[config.mk]
export PLATFORM = sky130hd
export DESIGN_NAME = i_line_fill
export DESIGN_NICKNAME = d
export VERILOG_FILES = /design/src/rtl/i_line_fill.sv
export SDC_FILE = /design/constraint.sdc
export NUM_CORES = 1
export LEC_CHECK = 0
export CELL_PAD_IN_SITES_DETAIL_PLACEMENT = 1
export CELL_PAD_IN_SITES_GLOBAL_PLACEMENT = 1
export CORE_ASPECT_RATIO = 1.2
export CORE_MARGIN = 3
export CORE_UTILIZATION = 33
export DETAILED_ROUTE_END_ITERATION = 10
export PLACE_DENSITY_LB_ADDON = 0.1
export SLEW_MARGIN = 10
export SYNTH_ARGS = -nofsm -noshare
export SYNTH_HDL_FRONTEND = slang
export SYNTH_SLANG_ARGS = --single-unit
[constraint.sdc]
create_clock -name clk -period 2.4 [get_ports clk]
set_input_delay 0.36 -clock clk [delete_from_list [all_inputs] [get_ports clk]]
set_output_delay 0.36 -clock clk [all_outputs]
set_load 0.03 [all_outputs]
[src/rtl/i_line_fill.sv]
// Line-fill engine: fetches the 16-byte line holding a miss address from a byte-wide
// req/ack RAM and returns it packed little-endian with a one-cycle done pulse.
module i_line_fill #(
    parameter int unsigned ADDR_WIDTH   = 32,
    parameter int unsigned SELECT_WIDTH = 4,
    parameter int unsigned RAM_WIDTH    = 8,
    parameter int unsigned MY_WIDTH  = 128
) (
    input  logic                    clk,
    input  logic                    rst,
    input  logic                    cache_read_i,
    input  logic [ADDR_WIDTH-1:0]   cache_addr_i,
    output logic [MY_WIDTH-1:0]  cache_data_o,
    output logic                    cache_done_o,
    output logic                    ram_req_o,
    output logic [ADDR_WIDTH-1:0]   ram_addr_o,
    input  logic [RAM_WIDTH-1:0]    ram_data_i,
    input  logic                    ram_ack_i
);

    localparam int unsigned LINE_BYTES = 1 << SELECT_WIDTH;
    localparam int unsigned TAG_WIDTH  = ADDR_WIDTH - SELECT_WIDTH;

    typedef enum logic [1:0] {
        S_IDLE  = 2'd0,
        S_FETCH = 2'd1,
        S_DONE  = 2'd2
    } state_t;

    state_t                  state_q,  state_d;
    logic [SELECT_WIDTH-1:0] cnt_q,    cnt_d;
    logic [TAG_WIDTH-1:0]    tag_q,    tag_d;
    logic                    req_q,    req_d;
    logic [ADDR_WIDTH-1:0]   addr_q,   addr_d;
    logic                    done_q,   done_d;
    logic [MY_WIDTH-1:0]  data_q,   data_d;

    logic                    line_match_c;

    assign line_match_c = (cache_addr_i[ADDR_WIDTH-1:SELECT_WIDTH] == tag_q);

    always_ff @(posedge clk) begin
        if (rst) begin
            state_q <= S_IDLE;
            cnt_q   <= '0;
            tag_q   <= '0;
            req_q   <= 1'b0;
            addr_q  <= '0;
            done_q  <= 1'b0;
            data_q  <= '0;
        end else begin
            state_q <= state_d;
            cnt_q   <= cnt_d;
            tag_q   <= tag_d;
            req_q   <= req_d;
            addr_q  <= addr_d;
            done_q  <= done_d;
            data_q  <= data_d;
        end
    end

    // Abort has priority over an ack; the last byte's ack takes priority over count advance.
    always_comb begin
        state_d = state_q;
        cnt_d   = cnt_q;
        tag_d   = tag_q;
        req_d   = req_q;
        addr_d  = addr_q;
        done_d  = 1'b0;
        data_d  = data_q;

        case (state_q)
            S_IDLE: begin
                req_d = 1'b0;
                if (cache_read_i) begin
                    tag_d   = cache_addr_i[ADDR_WIDTH-1:SELECT_WIDTH];
                    cnt_d   = '0;
                    addr_d  = {tag_d, SELECT_WIDTH'(0)};
                    req_d   = 1'b1;
                    state_d = S_FETCH;
                end
            end

            S_FETCH: begin
                if (!cache_read_i || !line_match_c) begin
                    req_d   = 1'b0;
                    state_d = S_IDLE;
                end else if (ram_ack_i) begin
                    for (int k = 0; k < LINE_BYTES; k++) begin
                        if (cnt_q == SELECT_WIDTH'(k)) begin
                            data_d[k*RAM_WIDTH +: RAM_WIDTH] = ram_data_i;
                        end
                    end
                    if (cnt_q == {SELECT_WIDTH{1'b1}}) begin
                        req_d   = 1'b0;
                        done_d  = 1'b1;
                        state_d = S_DONE;
                    end else begin
                        cnt_d  = SELECT_WIDTH'(cnt_q + 1'b1);
                        addr_d = {tag_q, cnt_d};
                    end
                end
            end

            S_DONE: begin
                req_d   = 1'b0;
                state_d = S_IDLE;
            end

            default: begin
                req_d   = 1'b0;
                state_d = S_IDLE;
            end
        endcase
    end

    assign cache_data_o = data_q;
    assign cache_done_o = done_q;
    assign ram_req_o    = req_q;
    assign ram_addr_o   = addr_q;

endmodule

==> results of run 1 <==
==> per-layer routing <==
metal | up-vias | GRT usage [%] | wire [um]
li1 | 3627 | - | -
met1 | 3685 | 25.4 | 12000
met2 | 164 | 37.4 | 14400
met3 | 24 | 5.29 | 1390
met4 | 2 | 4.96 | 393
met5 | - | 0 | 14
==> state kept, by name, indices dropped and copies added, names as in the netlist <==
| name | cells |
|---|---|
| ram_req_o | 1 |
| cache_data_o | 128 |
| ram_addr_o | 29 |
| state_q | 2 |
| cache_done_o | 1 |
| cnt_q | 3 |
| tag_q | 28 |
==> metrics by stage <==
| step | setup TNS (ps) | power, mW | instances | cell area, um^2 |
|---|---|---|---|---|
| 2_1_floorplan | 0 | 3.74 | 903 | 8100 |
| 3_3_place_gp | -40340 | 4.16 | 1458 | 11200 |
| 3_5_place_dp | -42080 | 4.16 | 1458 | 11200 |
| 4_1_cts | 0 | 7.16 | 1490 | 11800 |
| 5_1_grt | -165 | 7.34 | 1494 | 11900 |
| 6_report | 0 | 7.08 | 1494 | 11900 |
==> power groups by stage <==
stage          registers [mW]  clock network, mW  logic [mW]
2_1_floorplan            3.42                  0       0.325
3_3_place_gp             3.37                  0       0.788
3_5_place_dp             3.37                  0       0.794
4_1_cts                  3.29               3.06       0.800
5_1_grt                  3.31               3.17       0.864
6_report                 3.30               2.98       0.799
==> layout by cell type (no fill, tap or decap), drive strengths merged, types with 4 or more instances in the layout <==
master / instances
xnor2: 27
nand4: 19
nor2: 63
ha: 4
buf: 101
mux2i: 128
nand2: 227
clkbuf: 17
o21ai: 6
inv: 16
nor3: 12
clkdlybuf4s50: 195
a222oi: 28
clkinv: 7
dfxtp: 192
dlymetal6s2s: 5
nand3: 36
a21oi: 58
==> how the worst max path moves through the flow <==
stage                           from                             to  slack, ps
floorplan           cache_addr_i[24]  cache_data_o[42]$_SDFFE_PP0P_         50
global placement    cache_addr_i[30]  cache_data_o[82]$_SDFFE_PP0P_       -390
finish              cache_addr_i[24]          cnt_q[0]$_SDFFE_PP0P_         60
global route        cache_addr_i[13]          cnt_q[0]$_SDFFE_PP0P_        -30
detailed placement  cache_addr_i[30]          cnt_q[0]$_SDFFE_PP0P_       -420
CTS                 cache_addr_i[30]          cnt_q[0]$_SDFFE_PP0P_         10
==> layout make-up <==
type / instances / area, um^2
clock buffers: 17 / 425
clock inverters: 15 / 198
fillers: 2788 / 12100
inverters: 8 / 30.0
multi-input cells: 641 / 4080
flip-flops and latches: 192 / 3840
well taps: 320 / 400
repair buffers: 301 / 2940
==> logic make-up after synthesis <==
kind of cell             count (synthesis)
AND/OR/NAND/NOR                        381
XOR/XNOR                                27
adder cells (fa/ha/maj)                  4
AO/OA/AOI/OAI                          101
flip-flops                             192
buffers and inverters                   70
multiplexers                           128
==> what timing repair did <==
| action | in CTS | in global routing |
|---|---|---|
| resized for setup | 0 | 17 |
| setup buffers | 0 | 4 |
| endpoints found under the setup margin | 0 | 63 |
==> worst max-delay path, delay by kind of cell <==
kind,cells,cell delay [ps]
buffers and inverters,2,620
XOR/XNOR,1,310
AND/OR/NAND/NOR,4,1130
AO/OA/AOI/OAI,1,240
==> metrics.md, run 1 <==
| Metric | Value |
|---|---|
| Comb pwr share | `between 10% and 20%` |
| Initial antenna violation count | `1` |
| I/O Pins | `approximately 200` |
| Pleak | `slightly below 5 nW` |
| Number of synthesized register bits | `192` |
| Sequential Power Share | `a little under half` |
| Synthesized area | `between 0.008 and 0.009 mm^2` |
| Crit-path max cell delay | `460 ps` |
| TritonCTS Buffers | `17` |
| DRT iter0 DRCs | `345` |
| Maximum capacitance violations | `0` |
| Setup Crit Path Kind | `in2reg` |
| TritonCTS Sinks | `roughly 190` |
| Setup Skew | `around 23 ps` |
| Yosys Warn Count | `0` |
| CTS hold repair buffers | `0` |
| Total GRT Usage | `between 20% and 30%` |
| Post-synth top cells | `nand2_1 (227), dfxtp_1 (192), mux2i_1 (128)` |
| Final Cycle Share | `around 97%` |
| Clk_lat worst skew | `about 440 ps` |
| CTS tree | `done` |
| Least-Margin Pin Slew | `approximately 660 ps` |
| Setup slack after layout | `61.0 ps` |
| R2R Path Start | `tag_q[11]$_SDFFE_PP0P_` |
| Leading area contributor after synthesis | `dfxtp_1` |
| Largest family of logic cells by synthesized area | `simple AND/OR/NAND/NOR gates` |
| Post-Synth XOR/XNOR Area | `under 10%` |
| Pint | `roughly 5 mW` |
| Yosys top cell area share | `between 40% and 50%` |
| Slew Viols, Final | `0` |
| Post-layout util | `49.6%` |
| Sequential area share after synthesis | `47.4%` |
| Arrival @ worst endpoint | `about 2700 ps` |
| Worst hold endpoint | `tag_q[13]$_SDFFE_PP0P_` |
| Sw Share | `between 20 and 30%` |
| H-tree level count | `4` |
| Crit Path Max Fanout | `5` |
| Starting Density | `roughly a third` |
| Worst Setup End Kind | `register` |
| Fraction of the mapped netlist area in compound gates | `8.49%` |
| First-pass GRT wire length | `between 40000 and 50000 um` |
| Final Net Count | `1209` |
| Setup violations, final | `0` |
| Gp weighted congestion | `0.813` |
| Largest cells by area after synthesis | `dfxtp_1 (47%), mux2i_1 (16%), nand2_1 (11%)` |
| Main synth FF type | `dfxtp_1` |
| # rows | `62` |
| Wire per inst | `around 19 um` |
| Layout area overhead | `47.1%` |
| Reg2Reg Setup Slack | `roughly 100 ps` |
| Syn Inst Count | `approximately 900` |
| PwrDens | `slightly below 600 mW/mm^2` |
| Antenna Cells | `0` |
| Syn_area_per_cell | `8.97 um^2` |
| Port buffer count | `201` |
| Setup slack after placement | `-421 ps` |
| HP Start | `cache_addr_i[17]` |
| Simple logic cell fraction of the synthesized area | `between 20% and 30%` |
| Status | `finished, final reports clean` |
| DP HPWL | `18900 um` |
| Hold slack | `~260 ps` |
| Layout cell share with drive strength beyond 1 | `13.6%` |
| Hold Path Class | `in2reg` |
| Hold Crit Depth | `3` |
| Clock power frac | `between 40% and 50%` |
| Min cycle time layout | `around 2300 ps` |
| Net Count, Synth | `approximately 950` |
| TritonRoute pass-1 iters | `7` |
| CTS max path bufs | `2` |
| Residual DRC | `0` |
| Die Area | `about 0.026 mm^2` |
| Root buf cell | `clkbuf_16` |
| Largest net degree at the start of global routing | `121` |
| Max VDD drop | `just over 400 uV` |
| Routed WL | `~28000 um` |
| Fmax | `between 400 and 500 MHz` |
| Die Ht | `between 150 and 200 um` |
| Synth Area in Adders | `less than 1%` |
| Mux contribution to synthesized area | `15.8%` |
| Core footprint | `roughly 0.024 mm^2` |
| Via count | `approximately 7500` |
| Slowest cell on the critical path | `clkdlybuf4s50_1` |
| Most common cell in the synthesized netlist | `nand2_1` |
| Clock transition at the registers of the reported paths | `around 80 ps` |
| Grt total ovfl | `0` |
| Post-synth EDFFs | `0` |
| Vias/cell | `about 5` |
| Final hold vios | `0` |
| CP required | `approximately 2700 ps` |
| Netlist cell types | `40` |
| Reg2Reg Capture Point | `cnt_q[0]$_SDFFE_PP0P_` |
| Die width | `149 um` |
| NetSw | `just over 2 mW` |
| Cells along the critical path | `clkdlybuf4s50_1 -> xnor2_1 -> nand4_1 -> nor4_4 -> nand3_4 -> buf_6 -> or3b_1 -> o32ai_1` |
| Fraction of registers with async set/reset | `0%` |
| Crit start category | `input pin` |
| Slew headroom | `55.9%` |
| Worst Reg-to-Reg Cells | `8` |
| Post-route ant nets | `0` |
| Number of global-route vias before repair | `slightly below 8000` |
(Power assumes the default switching activity.)
==> run 2, diff against run 1 <==
Settings changed: CAP_MARGIN from default to 0, CORE_UTILIZATION 33 to 37.
Clock period 2.4 ns to 2.6 ns, I/O delays scaled along.
==> run 2 against run 1 <==
Net effect: clock power shrank 11%; clock-buffer cell count grew 1; total power shrank 9.7%; largest cell class unchanged; hold slack gained 190 ps; design area shrank 3.1%; wire length shrank 2.7%; utilization grew 4.7 points; flip-flop and latch count is the same; sequential power shrank 7.9%; worst setup slack gained 100 ps; clock skew shrank 7.7 ps; first-iteration DRC count grew 50%.
==> metrics.md, run 2 (same netlist as run 1, synthesis figures left out) <==
| Metric | Value |
|---|---|
| Layout cell share with drive strength beyond 1 | `11.1% (was 13.6%)` |
| Root buf cell | `clkbuf_16 (unchanged)` |
| Port buffer count | `201 (unchanged)` |
| H-tree level count | `4 (unchanged)` |
| Post-layout util | `54.3% (was 49.6%)` |
| Worst Setup End Kind | `register (unchanged)` |
| Maximum capacitance violations | `0 (unchanged)` |
| PwrDens | `553 mW/mm^2 (was 594 mW/mm^2)` |
| Slew Viols, Final | `0 (unchanged)` |
| Die Ht | `168 um (was 178 um)` |
| Core footprint | `0.0213 mm^2 (was 0.0240 mm^2)` |
| Multi-input gate area | `0.00401 mm^2 (was 0.00408 mm^2)` |
| Die Area | `0.0237 mm^2 (was 0.0265 mm^2)` |
| Antenna Cells | `0 (unchanged)` |
| Cells along the critical path | `clkdlybuf4s50_1 -> xnor2_1 -> buf_4 -> nand4_1 -> nor4_4 -> nand3_2 -> buf_6 -> nor3_4 -> buf_12 -> mux2i_1 (was clkdlybuf4s50_1 -> xnor2_1 -> nand4_1 -> nor4_4 -> nand3_4 -> buf_6 -> or3b_1 -> o32ai_1)` |
| Via count | `7365 (was 7502)` |
| Setup TNS | `0 ps (unchanged)` |
| Gp weighted congestion | `0.800 (was 0.813)` |
| DRT iter0 DRCs | `518 (was 345)` |
| Crit Path Max Fanout | `8 (was 5)` |
| Placed Instances | `1388 (was 1458)` |
| TritonCTS Sinks | `192 (unchanged)` |
| CP required | `2940 ps (was 2730 ps)` |
| Grt total ovfl | `0 (unchanged)` |
| Initial antenna violation count | `1 (unchanged)` |
| TritonCTS Buffers | `17 (unchanged)` |
| CTS max path bufs | `2 (unchanged)` |
| Most common cell after layout, fill and taps aside | `nand2_1 (unchanged)` |
| DP HPWL | `18800 um (was 18900 um)` |
| Pleak | `4.66 nW (was 4.87 nW)` |
| Final Net Count | `1186 (was 1209)` |
| Most frequent cells in the layout | `nand2_1 (227), clkdlybuf4s50_1 (200), dfxtp_1 (192) (was nand2_1 (227), clkdlybuf4s50_1 (195), dfxtp_1 (191))` |
| Slowest cell on the critical path | `clkdlybuf4s50_1 (unchanged)` |
| Setup violations, final | `0 (unchanged)` |
| Setup Crit Path Kind | `in2reg (unchanged)` |
| First-pass GRT wire length | `43300 um (was 43900 um)` |
| Crit start category | `input pin (unchanged)` |
| Setup Skew | `15.3 ps (was 23.1 ps)` |
| Hold Path Class | `reg2reg (was in2reg)` |
| Die width | `141 um (was 149 um)` |
| Finished Layout Cells | `1421 (was 1494)` |
| RSZ-0062 raised after global routing | `false` |
| Vias/cell | `5.18 (was 5.02)` |
| Area taken by flip-flops and latches | `0.00384 mm^2 (about the same)` |
| Slew headroom | `58.8% (was 55.9%)` |
| Residual DRC | `0 (unchanged)` |
| Crit-path max cell delay | `570 ps (was 460 ps)` |
| CTS tree | `done (unchanged)` |
| Layout area overhead | `42.5% (was 47.1%)` |
| # rows | `58 (was 62)` |
| Routed WL | `27500 um (was 28200 um)` |
| Arrival @ worst endpoint | `2770 ps (was 2670 ps)` |
| Total GRT Usage | `22.9% (was 21.0%)` |
| Starting Density | `38.1% (was 33.7%)` |
| Wire per inst | `19.3 um (was 18.9 um)` |
| Clock transition at the registers of the reported paths | `70 ps (was 80 ps)` |
| Max VDD drop | `422 uV (was 406 uV)` |
| Final Cycle Share | `a little over nine tenths` |
| Least-Margin Pin Slew | `618 ps (was 662 ps)` |
| Fmax | `between 400 and 500 MHz` |
| TritonRoute pass-1 iters | `6 (was 7)` |
| Min cycle time layout | `2440 ps` |
| Number of global-route vias before repair | `7763 (was 7839)` |
| Final hold vios | `0 (unchanged)` |
| Max reg flops | `128 (unchanged)` |
| Largest net degree at the start of global routing | `121 (unchanged)` |
| Status | `finished, final reports clean (unchanged)` |
| CTS hold repair buffers | `0 (unchanged)` |
| Clk_lat worst skew | `440 ps (about the same)` |
| Fillers | `2459 (was 2788)` |
| Post-route ant nets | `0 (unchanged)` |
| I/O Pins | `206 (unchanged)` |
[run 2: power by group]
part           switching, mW  total (mW)  internal [mW]  leakage, nW
Clock                   1.33        2.65           1.32        0.289
Combinational          0.406       0.693          0.287         2.82
Sequential            0.0488        3.04           2.99         1.56
Total                   1.79        6.39           4.60         4.66
[run 2: final cells by class]
cell class / instances / share of cell area (%)
Sequential cell: 192 / 33.3
Multi-Input combinational cell: 641 / 34.7
Inverter: 8 / 0.260
Tap cell: 270 / 2.93
Clock buffer: 18 / 3.80
Clock inverter: 14 / 1.38
Timing Repair Buffer: 278 / 23.6
[run 2: stage by stage]
stage               instance area, um^2  hold WS [ps]  total power [mW]  setup WS, ps
finish                            11500           460              6.39           164
global placement                  10900           441              3.80          -259
detailed placement                10900           449              3.81          -355
floorplan                          8100           458              3.46           216
CTS                               11500           463              6.45          60.8
global route                      11500           481              6.64          26.5
[run 2: worst paths after layout]
path	start	to	slack [ps]	cells past startpoint
max reg2reg	tag_q[25]$_SDFFE_PP0P_	cache_data_o[40]$_SDFFE_PP0P_	300	8
max	cache_addr_i[6]	cache_data_o[40]$_SDFFE_PP0P_	160	10
min reg2reg	cache_data_o[90]$_SDFFE_PP0P_	cache_data_o[90]$_SDFFE_PP0P_	460	2
min	cache_data_o[90]$_SDFFE_PP0P_	cache_data_o[90]$_SDFFE_PP0P_	460	2
[run 2: critical path: cells and delay by family]
kind	cells	cell delay [ps]
mux	1	230
xor+xnor	1	150
simple gates	4	890
buf+inv	4	1100
[run 2: what timing repair did]
item,4_1_cts,5_1_grt
hold endpoints to repair,0,0
gates resized for setup,0,1
endpoints found under the setup margin,0,32
buffers inserted,0,1
[run 2: per-layer routing]
layer  GRT usage, %  vias to the layer above  wire length [um]
met1           27.1                     3605             11200
li1               -                     3571                 -
met3           6.39                       26              1520
met4           5.52                        2               381
met5              0                        -                13
met2           41.0                      161             14300
